--- config.mk ---
export PLATFORM = sky130hd
export DESIGN_NAME = inter_msg_sender_flat
export DESIGN_NICKNAME = d
export VERILOG_FILES = /design/src/rtl/inter_msg_sender_if.sv /design/src/rtl/inter_msg_sender.sv /design/src/flat_wrapper.sv
export SDC_FILE = /design/constraint.sdc
export NUM_CORES = 1
export LEC_CHECK = 0
export BUFFER_PORTS_ARGS = -buffer_cell sky130_fd_sc_hd__buf_2
export CAP_MARGIN = 25
export CORE_MARGIN = 2
export CORE_UTILIZATION = 40
export DETAILED_ROUTE_END_ITERATION = 8
export PLACE_DENSITY = 0.56
export SLEW_MARGIN = 10
export SYNTH_ARGS = -nofsm -noshare
export SYNTH_HDL_FRONTEND = slang
export SYNTH_SLANG_ARGS = --single-unit
--- constraint.sdc ---
create_clock -name clk -period 2.4 [get_ports clk]
set_input_delay 0.12 -clock clk [delete_from_list [all_inputs] [get_ports clk]]
set_output_delay 0.12 -clock clk [all_outputs]
set_load 0.1 [all_outputs]
--- src/rtl/inter_msg_sender_if.sv ---
// Bundles the game-master message strobe and the inter-board
// Request/Ack pin signals of the inter-board transmitter.
interface inter_msg_sender_if;
  logic       ctrl_en;
  logic [2:0] ctrl_msg_type;
  logic [4:0] ctrl_number;
  logic       Ack_in;
  logic       inter_ready;
  logic       Request_out;
  logic [5:0] inter_data_out;
  logic       overflow;
  logic       timeout_err;

  // The transmitter itself: consumes messages and Ack, drives the link pins.
  modport master (
    input  ctrl_en, ctrl_msg_type, ctrl_number, Ack_in,
    output inter_ready, Request_out, inter_data_out, overflow, timeout_err
  );

  // Whatever sits around the transmitter: game master plus peer board.
  modport slave (
    output ctrl_en, ctrl_msg_type, ctrl_number, Ack_in,
    input  inter_ready, Request_out, inter_data_out, overflow, timeout_err
  );
endinterface

--- src/rtl/inter_msg_sender.sv ---
// Transmit side of the inter-board link. Game-control messages are queued
// in a small FIFO and each one is sent as a header beat and a number beat,
// each beat using a full four-phase Request/Ack handshake. A watchdog
// aborts any handshake phase that stalls for TIMEOUT_CYCLES cycles.
module inter_msg_sender #(
  parameter int DEPTH          = 2,
  parameter int TIMEOUT_CYCLES = 1_000_000
) (
  input logic               clk,
  input logic               rst,
  inter_msg_sender_if.master bus
);

  localparam int AW = $clog2(DEPTH);
  localparam int CW = AW + 1;
  localparam logic [CW-1:0] FULL_COUNT = CW'(DEPTH);
  localparam logic [19:0]   TMO_LAST   = 20'(TIMEOUT_CYCLES - 1);

  typedef enum logic [2:0] {
    IDLE,
    REQ0,
    REL0,
    REQ1,
    REL1
  } state_t;

  state_t        state;
  logic [19:0]   timer;
  logic          ack_meta;
  logic          ack_s;

  logic [7:0]    mem [DEPTH];
  logic [AW-1:0] wr_ptr;
  logic [AW-1:0] rd_ptr;
  logic [CW-1:0] count;
  logic [CW-1:0] count_next;
  logic          full;
  logic          empty;
  logic          push;
  logic          pop;

  logic [4:0]    msg_number;
  logic          request_q;
  logic [5:0]    data_q;
  logic          ready_q;
  logic          overflow_q;
  logic          timeout_q;

  // Fullness is judged on the registered count only, so a strobe that
  // lands while full is dropped even if the FSM pops in the same cycle.
  assign full  = (count == FULL_COUNT);
  assign empty = (count == '0);
  assign push  = bus.ctrl_en && !full;
  assign pop   = (state == IDLE) && !empty && !ack_s;

  assign bus.Request_out    = request_q;
  assign bus.inter_data_out = data_q;
  assign bus.inter_ready    = ready_q;
  assign bus.overflow       = overflow_q;
  assign bus.timeout_err    = timeout_q;

  // Two-flop synchroniser: Ack comes from the other board's clock domain.
  always_ff @(posedge clk or posedge rst) begin
    if (rst) begin
      ack_meta <= 1'b0;
      ack_s    <= 1'b0;
    end else begin
      ack_meta <= bus.Ack_in;
      ack_s    <= ack_meta;
    end
  end

  // Next occupancy, used both for the count itself and for inter_ready.
  always_comb begin
    count_next = count;
    case ({push, pop})
      2'b10:   count_next = count + CW'(1);
      2'b01:   count_next = count - CW'(1);
      default: count_next = count;
    endcase
  end

  // Message storage; contents need no reset because count gates every read.
  always_ff @(posedge clk) begin
    if (push) begin
      mem[wr_ptr] <= {bus.ctrl_msg_type, bus.ctrl_number};
    end
  end

  // FIFO pointers, occupancy and the back-pressure / overflow flags.
  always_ff @(posedge clk or posedge rst) begin
    if (rst) begin
      wr_ptr     <= '0;
      rd_ptr     <= '0;
      count      <= '0;
      ready_q    <= 1'b1;
      overflow_q <= 1'b0;
    end else begin
      if (push) begin
        wr_ptr <= wr_ptr + AW'(1);
      end
      if (pop) begin
        rd_ptr <= rd_ptr + AW'(1);
      end
      count      <= count_next;
      ready_q    <= (count_next != FULL_COUNT);
      overflow_q <= bus.ctrl_en && full;
    end
  end

  // Handshake FSM: header beat then number beat, each a four-phase cycle,
  // with the phase timer cleared on every state change.
  always_ff @(posedge clk or posedge rst) begin
    if (rst) begin
      state      <= IDLE;
      timer      <= '0;
      msg_number <= '0;
      request_q  <= 1'b0;
      data_q     <= '0;
      timeout_q  <= 1'b0;
    end else begin
      timeout_q <= 1'b0;
      if (state == IDLE) begin
        timer <= '0;
        if (pop) begin
          msg_number <= mem[rd_ptr][4:0];
          data_q     <= {1'b1, 2'b00, mem[rd_ptr][7:5]};
          request_q  <= 1'b1;
          state      <= REQ0;
        end
      end else if (timer == TMO_LAST) begin
        request_q <= 1'b0;
        data_q    <= '0;
        timeout_q <= 1'b1;
        timer     <= '0;
        state     <= IDLE;
      end else begin
        timer <= timer + 20'd1;
        case (state)
          REQ0: begin
            if (ack_s) begin
              request_q <= 1'b0;
              timer     <= '0;
              state     <= REL0;
            end
          end
          REL0: begin
            if (!ack_s) begin
              data_q    <= {1'b0, msg_number};
              request_q <= 1'b1;
              timer     <= '0;
              state     <= REQ1;
            end
          end
          REQ1: begin
            if (ack_s) begin
              request_q <= 1'b0;
              timer     <= '0;
              state     <= REL1;
            end
          end
          REL1: begin
            if (!ack_s) begin
              data_q <= '0;
              timer  <= '0;
              state  <= IDLE;
            end
          end
          default: begin
            state <= IDLE;
          end
        endcase
      end
    end
  end

endmodule
--- src/flat_wrapper.sv ---
// flat-port wrapper written by rule: the top's interface ports become plain ports
module inter_msg_sender_flat 
#(
  parameter int DEPTH          = 2,
  parameter int TIMEOUT_CYCLES = 1_000_000
)
  (clk, rst, bus_ctrl_en, bus_ctrl_msg_type, bus_ctrl_number, bus_Ack_in, bus_inter_ready, bus_Request_out, bus_inter_data_out, bus_overflow, bus_timeout_err);
  inter_msg_sender_if bus_i ();
  input logic clk;
  input logic rst;
  input wire logic [$bits(bus_i.ctrl_en)-1:0] bus_ctrl_en;
  input wire logic [$bits(bus_i.ctrl_msg_type)-1:0] bus_ctrl_msg_type;
  input wire logic [$bits(bus_i.ctrl_number)-1:0] bus_ctrl_number;
  input wire logic [$bits(bus_i.Ack_in)-1:0] bus_Ack_in;
  output wire logic [$bits(bus_i.inter_ready)-1:0] bus_inter_ready;
  output wire logic [$bits(bus_i.Request_out)-1:0] bus_Request_out;
  output wire logic [$bits(bus_i.inter_data_out)-1:0] bus_inter_data_out;
  output wire logic [$bits(bus_i.overflow)-1:0] bus_overflow;
  output wire logic [$bits(bus_i.timeout_err)-1:0] bus_timeout_err;
  assign bus_i.ctrl_en = bus_ctrl_en;
  assign bus_i.ctrl_msg_type = bus_ctrl_msg_type;
  assign bus_i.ctrl_number = bus_ctrl_number;
  assign bus_i.Ack_in = bus_Ack_in;
  assign bus_inter_ready = bus_i.inter_ready;
  assign bus_Request_out = bus_i.Request_out;
  assign bus_inter_data_out = bus_i.inter_data_out;
  assign bus_overflow = bus_i.overflow;
  assign bus_timeout_err = bus_i.timeout_err;
  inter_msg_sender #(.DEPTH(DEPTH), .TIMEOUT_CYCLES(TIMEOUT_CYCLES)) u_core (.clk(clk), .rst(rst), .bus(bus_i));
endmodule
# Yosys cells after proc, flatten, opt, wreduce, memory -nomap -nowiden
# Memory sizes are Yosys's and may differ from the RTL's.
# Index checks and enable logic that the tools add are counted.
[word_totals]
elab_cells = 81
n_memories = 1
regBits = 44
output_inout_bits = 10
input_bits = 12
ramBits = 16
[op_classes]
reduce_logical = 17
mux = 30
add_sub_neg = 5
eq_ne = 15
[memory_table]
columns = ["name", "words", "width", "read_ports", "rd_clocked_by_memory_dff", "wr", "line_no", "rtl"]
rows = [
  ["u_core.mem", 2, 8, 1, 0, 1, "inter_msg_sender.sv:32", "logic [7:0] mem [DEPTH];"],
]
[ops]
columns = ["operator", "n"]
rows = [
  ["$mux W20", 4],
  ["$pmux W20 S2", 1],
  ["$mux W6", 5],
  ["$mux W3", 7],
  ["$add A20 B1 Y20 const B", 1],
  ["$eq A20 B20 Y1 const B", 1],
  ["$ne A4 B1 Y1 const B", 3],
  ["$pmux W3 S4", 1],
  ["$pmux W6 S2", 1],
  ["$mux W1", 9],
  ["$ne A4 B4 Y1 const B", 2],
  ["$reduce_and A4 Y1", 2],
  ["$reduce_bool A4 Y1", 2],
  ["$eq A3 B2 Y1 const B", 2],
  ["$reduce_and A5 Y1", 1],
  ["$eq A2 B2 Y1 const B", 2],
  ["$logic_and A1 B1 Y1", 4],
  ["$pmux W2 S2", 1],
  ["$reduce_or A2 Y1", 2],
  ["$eq A3 B1 Y1 const B", 1],
  ["$eq A3 B3 Y1 const B", 1],
  ["$logic_not A1 Y1", 3],
  ["$logic_not A3 Y1", 1],
  ["$add A1 B1 Y1 const B", 2],
  ["other kinds (8)", 8],
]

# Logic depth before layout (Yosys ltp)
[logic_depth]
word_depth = 7
mapped_depth = 10
depth_no_buf = 8

# Worst setup path after synthesis
# No wires, ideal clock.
[synth_path]
path_kind = "reg-to-reg"
startpoint = "register u_core.state[0]"
endpoint = "register u_core.ready_q (netlist: u_core.bus.inter_ready)"
period_less_slack_ns = 2.084
arrival_time_ns = 2.002
path_slack_ns = 0.316
path_stages_with_launch = 10
required_time_ns = 2.318
path_buffers = 2
setup_time_ns = 0.082
cell_sequence = "dfrtp_1 -> clkbuf_1 -> inv_1 -> nand3_1 -> nor3_1 -> buf_2 -> ha_1 -> nor2_1 -> xor2_1 -> nand2_1"
[synth_between]
elab_chain_len = 6
elab_cells_between_ends = 7
cone_classes = "3 x eq/ne; 1 x mux; 3 x reduce/logical"
[synth_lines]
columns = ["element", "line_no", "rtl"]
rows = [
  ["from (decl)", "inter_msg_sender.sv:27", "state_t state;"],
  ["from (signal assigned)", "inter_msg_sender.sv:115", "state <= IDLE;"],
  ["from (signal assigned)", "inter_msg_sender.sv:129", "state <= REQ0;"],
  ["from (signal assigned)", "inter_msg_sender.sv:136", "state <= IDLE;"],
  ["$logic_not A3 Y1 (*)", "inter_msg_sender.sv:54", "assign pop = (state == IDLE) && !empty && !ack_s;"],
  ["$logic_and A1 B1 Y1 (*) (2 in a row)", "inter_msg_sender.sv:54", ""],
  ["named net u_core.pop", "inter_msg_sender.sv:40", "logic pop;"],
  ["$eq A2 B1 Y1 / $eq A2 B2 Y1 (equally long branches)", "inter_msg_sender.sv:76", "case ({push, pop})"],
  ["$pmux W2 S2 (*)", "inter_msg_sender.sv:76", ""],
  ["named net u_core.count_next[1]", "inter_msg_sender.sv:36", "logic [CW-1:0] count_next;"],
  ["$ne A2 B2 Y1 (*)", "inter_msg_sender.sv:106", "ready_q <= (count_next != FULL_COUNT);"],
  ["to (signal assigned)", "inter_msg_sender.sv:106", ""],
  ["to (decl)", "inter_msg_sender.sv:45", "logic ready_q;"],
]
# Mark *: on every way through the listed nets, which the timed path passes. The rest lies on a longest branch.
# A chain may end at the register's enable or synchronous reset.

# Final worst setup path
[layout_path]
startpoint = "register u_core.timer[6]"
endpoint = "register u_core.data_q[0] (netlist: u_core.bus.inter_data_out[0])"
[layout_between]
elab_chain_len = 3
elab_cells_between_ends = 7
cone_classes = "3 x eq/ne; 2 x mux; 2 x reduce/logical"
[layout_lines]
columns = ["element", "line_no", "rtl"]
rows = [
  ["from (decl)", "inter_msg_sender.sv:28", "logic [19:0] timer;"],
  ["from (signal assigned)", "inter_msg_sender.sv:138", "timer <= timer + 20'd1;"],
  ["$eq A20 B20 Y1 (*)", "inter_msg_sender.sv:131", "end else if (timer == TMO_LAST) begin"],
  ["$ne A4 B4 Y1 (no line), or another cell as far along", "n/a", ""],
  ["$reduce_and A4 Y1 (no line) / $mux W6 (equally long branches)", "n/a", ""],
  ["to (signal assigned)", "inter_msg_sender.sv:127", "data_q <= {1'b1, 2'b00, mem[rd_ptr][7:5]};"],
  ["to (signal assigned)", "inter_msg_sender.sv:149", "data_q <= {1'b0, msg_number};"],
  ["to (decl)", "inter_msg_sender.sv:44", "logic [5:0] data_q;"],
]
# Every way passes the cells marked *; elsewhere a longest branch is shown, timed or not.

==> impl_results.md <==
* # IOs at 22
* Yosys warnings at 0
* Clock buffer depth at 2
* CP delay by family, top: simple AND/OR/NAND/NOR gates
* Final Cycle Share at 83.8%
* Starting Density at 41.7%
* Number of enable flip-flop cells after synthesis at 16
* Clk pwr share at 25.5%
* Worst-path fanout max at 11
* Die Ht at 85.8 µm
* Area of the mapped netlist at 2680 µm²
* Total CTS buffers at 9
* GPL Wtd Cong at 0.774
* Diodes inserted at 0
* Clk slew on worst S/H paths at 0.07 ns
* Hold WC Path Type: reg -> reg
* Initial DRT Pass Iterations at 6
* Sw Share at 40.7%
* Vias in the first global route at 1,826
* Peak supply drop at 0.768 mV
* Final worst slack at 0.389 ns
* Commonest cells in the netlist: 43 x dfrtp_1, 39 x nor2_1, 16 x edfxtp_1
* Non-filler cells, final at 356
* DRC errors left at 0
* FF-to-FF Start: u_core.timer[6]$_DFF_PP0_
* Flop2flop setup slack at 0.39 ns
* Combinational power share at 35.9%
* Clock Skew at 0.00733 ns
* Layout area overhead at 20.2%
* Drt initial violations at 86
* Worst EP arrival at 2.28 ns
* #FFs+latches synth at 60
* Final setup TNS at 0 ns
* Slew Viols, Final at 0
* MaxCap Viol Count at 0
* Via density at 4.92
* Final HPWL DP at 3270 µm
* Initial antenna violation count at 0
* GRT Total Usage at 15.0%
* Outcome: complete, no violations
* Achievable Freq at 0.497 GHz
* Largest area contributor in the netlist: dfrtp_1
* Largest net degree at the start of global routing at 45
* Asr flop ratio synth at 73.3%
* Synthesized net count at 249
* Pwr Density at 1220 nW/µm²
* CP cell instances: or4_1 -> nor4_2 -> nand2_1 -> o21ai_1 -> o22a_1
* CTS tree: yes
* RSZ-0062 raised after global routing: no
* Final min period at 2.01 ns
* First-pass GRT wire length at 8450 µm
* DRT antenna net count at 0
* Cell with the most instances after synthesis: dfrtp_1
* Int Pwr at 2.32 mW
* Setup crit start kind: register
* PostCTS Resize Cnt at 0
* Req. time, crit path at 2.67 ns
* Dpl cells at 328
* Sequential area share after synthesis at 59.1%
* Total Nets Final at 288
* HP Start: u_core.ack_meta$_DFF_PP0_
* Reg power frac at 38.6%
* Fraction of layout cells with a size suffix above 1 at 19.4%
* Slew of the pin with the lowest slew margin at 0.611 ns
* Routed len/inst at 13.4 µm
* Die X at 85.8 µm
* Max stage delay on crit path at 0.56 ns
* R2r endpoint: u_core.bus.inter_data_out[0]$_DFFE_PP0P_
* Grt ovf at 0
* Netlist cell types at 46
* Switching pwr at 1.60 mW
* # fillers at 597
* Synth Instances at 235
* Clk Latency, worst-skew pair at 0.34 ns
* Hold Path End: u_core.ack_s$_DFF_PP0_
* Die Area at 7360 µm²
* CP Capture Type: register
* WHS at 0.342 ns
* Slew HR at 59.1%
* Top_reg_cell synth: dfrtp_1
* Row count at 29
* Setup Buffers After CTS at 0
* CTS H-Tree Depth at 3
* Total number of vias at 1,753
* Clock sinks at 60
* Final Hold Fails at 0
* # hold bufs at CTS at 10
* Reg2reg path depth at 5
* Placed cell area at 2860 µm²
* Final WL at 4760 µm
* Sum of buffers and inverters on the critical path at 0
* WS Path Type: reg -> reg
* Post-synth top area share at 40.2%
* Synthesized area per cell at 11.4 µm²
* Post-place setup slack at 0.413 ns
* Final instance area at 3220 µm²
* P_leak at 1.39 nW
* Synth area leaders: dfrtp_1 40%, edfxtp_1 18%, nor2_1 5.5%
* Hold-critical path depth at 0
* Slowest cell on the critical path: or4_1
* Setup-failing EPs final at 0
* Port Buf Inserts at 21
* Clock root cell: clkbuf_8
* Core Footprint at 6420 µm²
-- worst reg2reg max path: stages, from the launching register on --
cell and delay (ns):
dfrtp_1 0.43, or4_1 0.56, nor4_2 0.18, nand2_1 0.29
o21ai_1 0.32, o22a_1 0.18
-- state kept, by name, summed over array words and instances, names as in the netlist --
name / count
u_core.ack_meta: 1
u_core.ack_s: 1
u_core.bus.Request_out: 1
u_core.bus.inter_data_out: 6
u_core.bus.inter_ready: 1
u_core.bus.overflow: 1
u_core.bus.timeout_err: 1
u_core.count: 2
u_core.mem: 16
u_core.msg_number: 5
u_core.rd_ptr: 1
u_core.state: 3
u_core.timer: 20
u_core.wr_ptr: 1
-- how the worst max path moves through the flow --
stage	start	to	slack, ns	cells after the start
floorplan	u_core.state[0]$_DFFE_PP0P_	u_core.bus.inter_ready$_DFF_PP1_	0.32	9
global placement	u_core.timer[6]$_DFF_PP0_	u_core.bus.inter_data_out[1]$_DFFE_PP0P_	0.48	5
detailed placement	u_core.timer[6]$_DFF_PP0_	u_core.bus.inter_data_out[0]$_DFFE_PP0P_	0.41	5
CTS	u_core.timer[6]$_DFF_PP0_	u_core.bus.inter_data_out[0]$_DFFE_PP0P_	0.37	5
global route	u_core.timer[6]$_DFF_PP0_	u_core.bus.inter_data_out[0]$_DFFE_PP0P_	0.22	5
finish	u_core.timer[6]$_DFF_PP0_	u_core.bus.inter_data_out[0]$_DFFE_PP0P_	0.39	5
-- logic make-up (layout without fill, tap and decap cells) --
logic type / count (synthesis) / in the layout / share of synthesized area, %
xor+xnor: 24 / 24 / 7.85
flops: 60 / 60 / 59.1
simple gates: 91 / 91 / 17.5
compound gates: 32 / 32 / 8.04
mux: 10 / 10 / 3.74
fa+ha+maj: 2 / 2 / 0.934
buf+inv: 16 / 60 / 2.85
-- area by class of cell --
cell class	instances	area, µm²	share of cell area [%]
flip-flops and latches	60	1580	49.2
repair buffers	36	265	8.24
multi-input cells	159	1020	31.6
well taps	77	96.3	2.99
clock inverters	7	101	3.15
inverters	8	30.0	0.933
clock buffers	9	124	3.85
-- metal layers --
layer | vias to the layer above | global-route usage [%] | wire length, µm
li1 | 901 | - | -
met1 | 821 | 17.2 | 2160
met2 | 24 | 25.3 | 2340
met3 | 7 | 6.35 | 191
met4 | 0 | 5.19 | 63
met5 | - | 0 | 0
-- metrics by stage --
stage / utilization [%] / total power, mW
after floorplan: - / 2.67
after global placement: 44.5 / 2.93
after detailed placement: 44.5 / 2.94
after CTS: 49.5 / 3.97
after global routing: 50.1 / 4.18
final: 50.1 / 3.92
-- layout by cell type (no fill, tap or decap), types with 2 or more instances in the layout --
master | netlist | routed
dlygate4sd3_1 | 0 | 11
clkinv_4 | 0 | 3
nor2_2 | 2 | 2
nand2_1 | 12 | 12
a211oi_1 | 2 | 2
inv_1 | 8 | 7
mux2i_1 | 10 | 10
nor2_1 | 39 | 39
nor3_1 | 6 | 6
o22a_1 | 3 | 3
a21oi_1 | 13 | 13
and3_1 | 6 | 6
a32o_1 | 2 | 2
edfxtp_1 | 16 | 16
buf_4 | 2 | 3
o21ai_0 | 3 | 3
xnor2_1 | 12 | 12
xor2_1 | 12 | 12
ha_1 | 2 | 2
clkbuf_8 | 0 | 9
buf_2 | 1 | 21
nor4_1 | 2 | 2
bufinv_16 | 0 | 2
dfrtp_1 | 43 | 43
clkinvlp_4 | 0 | 2
nand3_1 | 12 | 12
-- power groups by stage --
stage | combinational [mW] | clock [mW] | sequential [mW]
3_3_place_gp | 1.39 | 0 | 1.54
4_1_cts | 1.42 | 1.03 | 1.52
6_report | 1.41 | 1.00 | 1.51
2_1_floorplan | 0.745 | 0 | 1.93
3_5_place_dp | 1.40 | 0 | 1.54
5_1_grt | 1.54 | 1.08 | 1.56
Power figures use the tool's default switching activity.
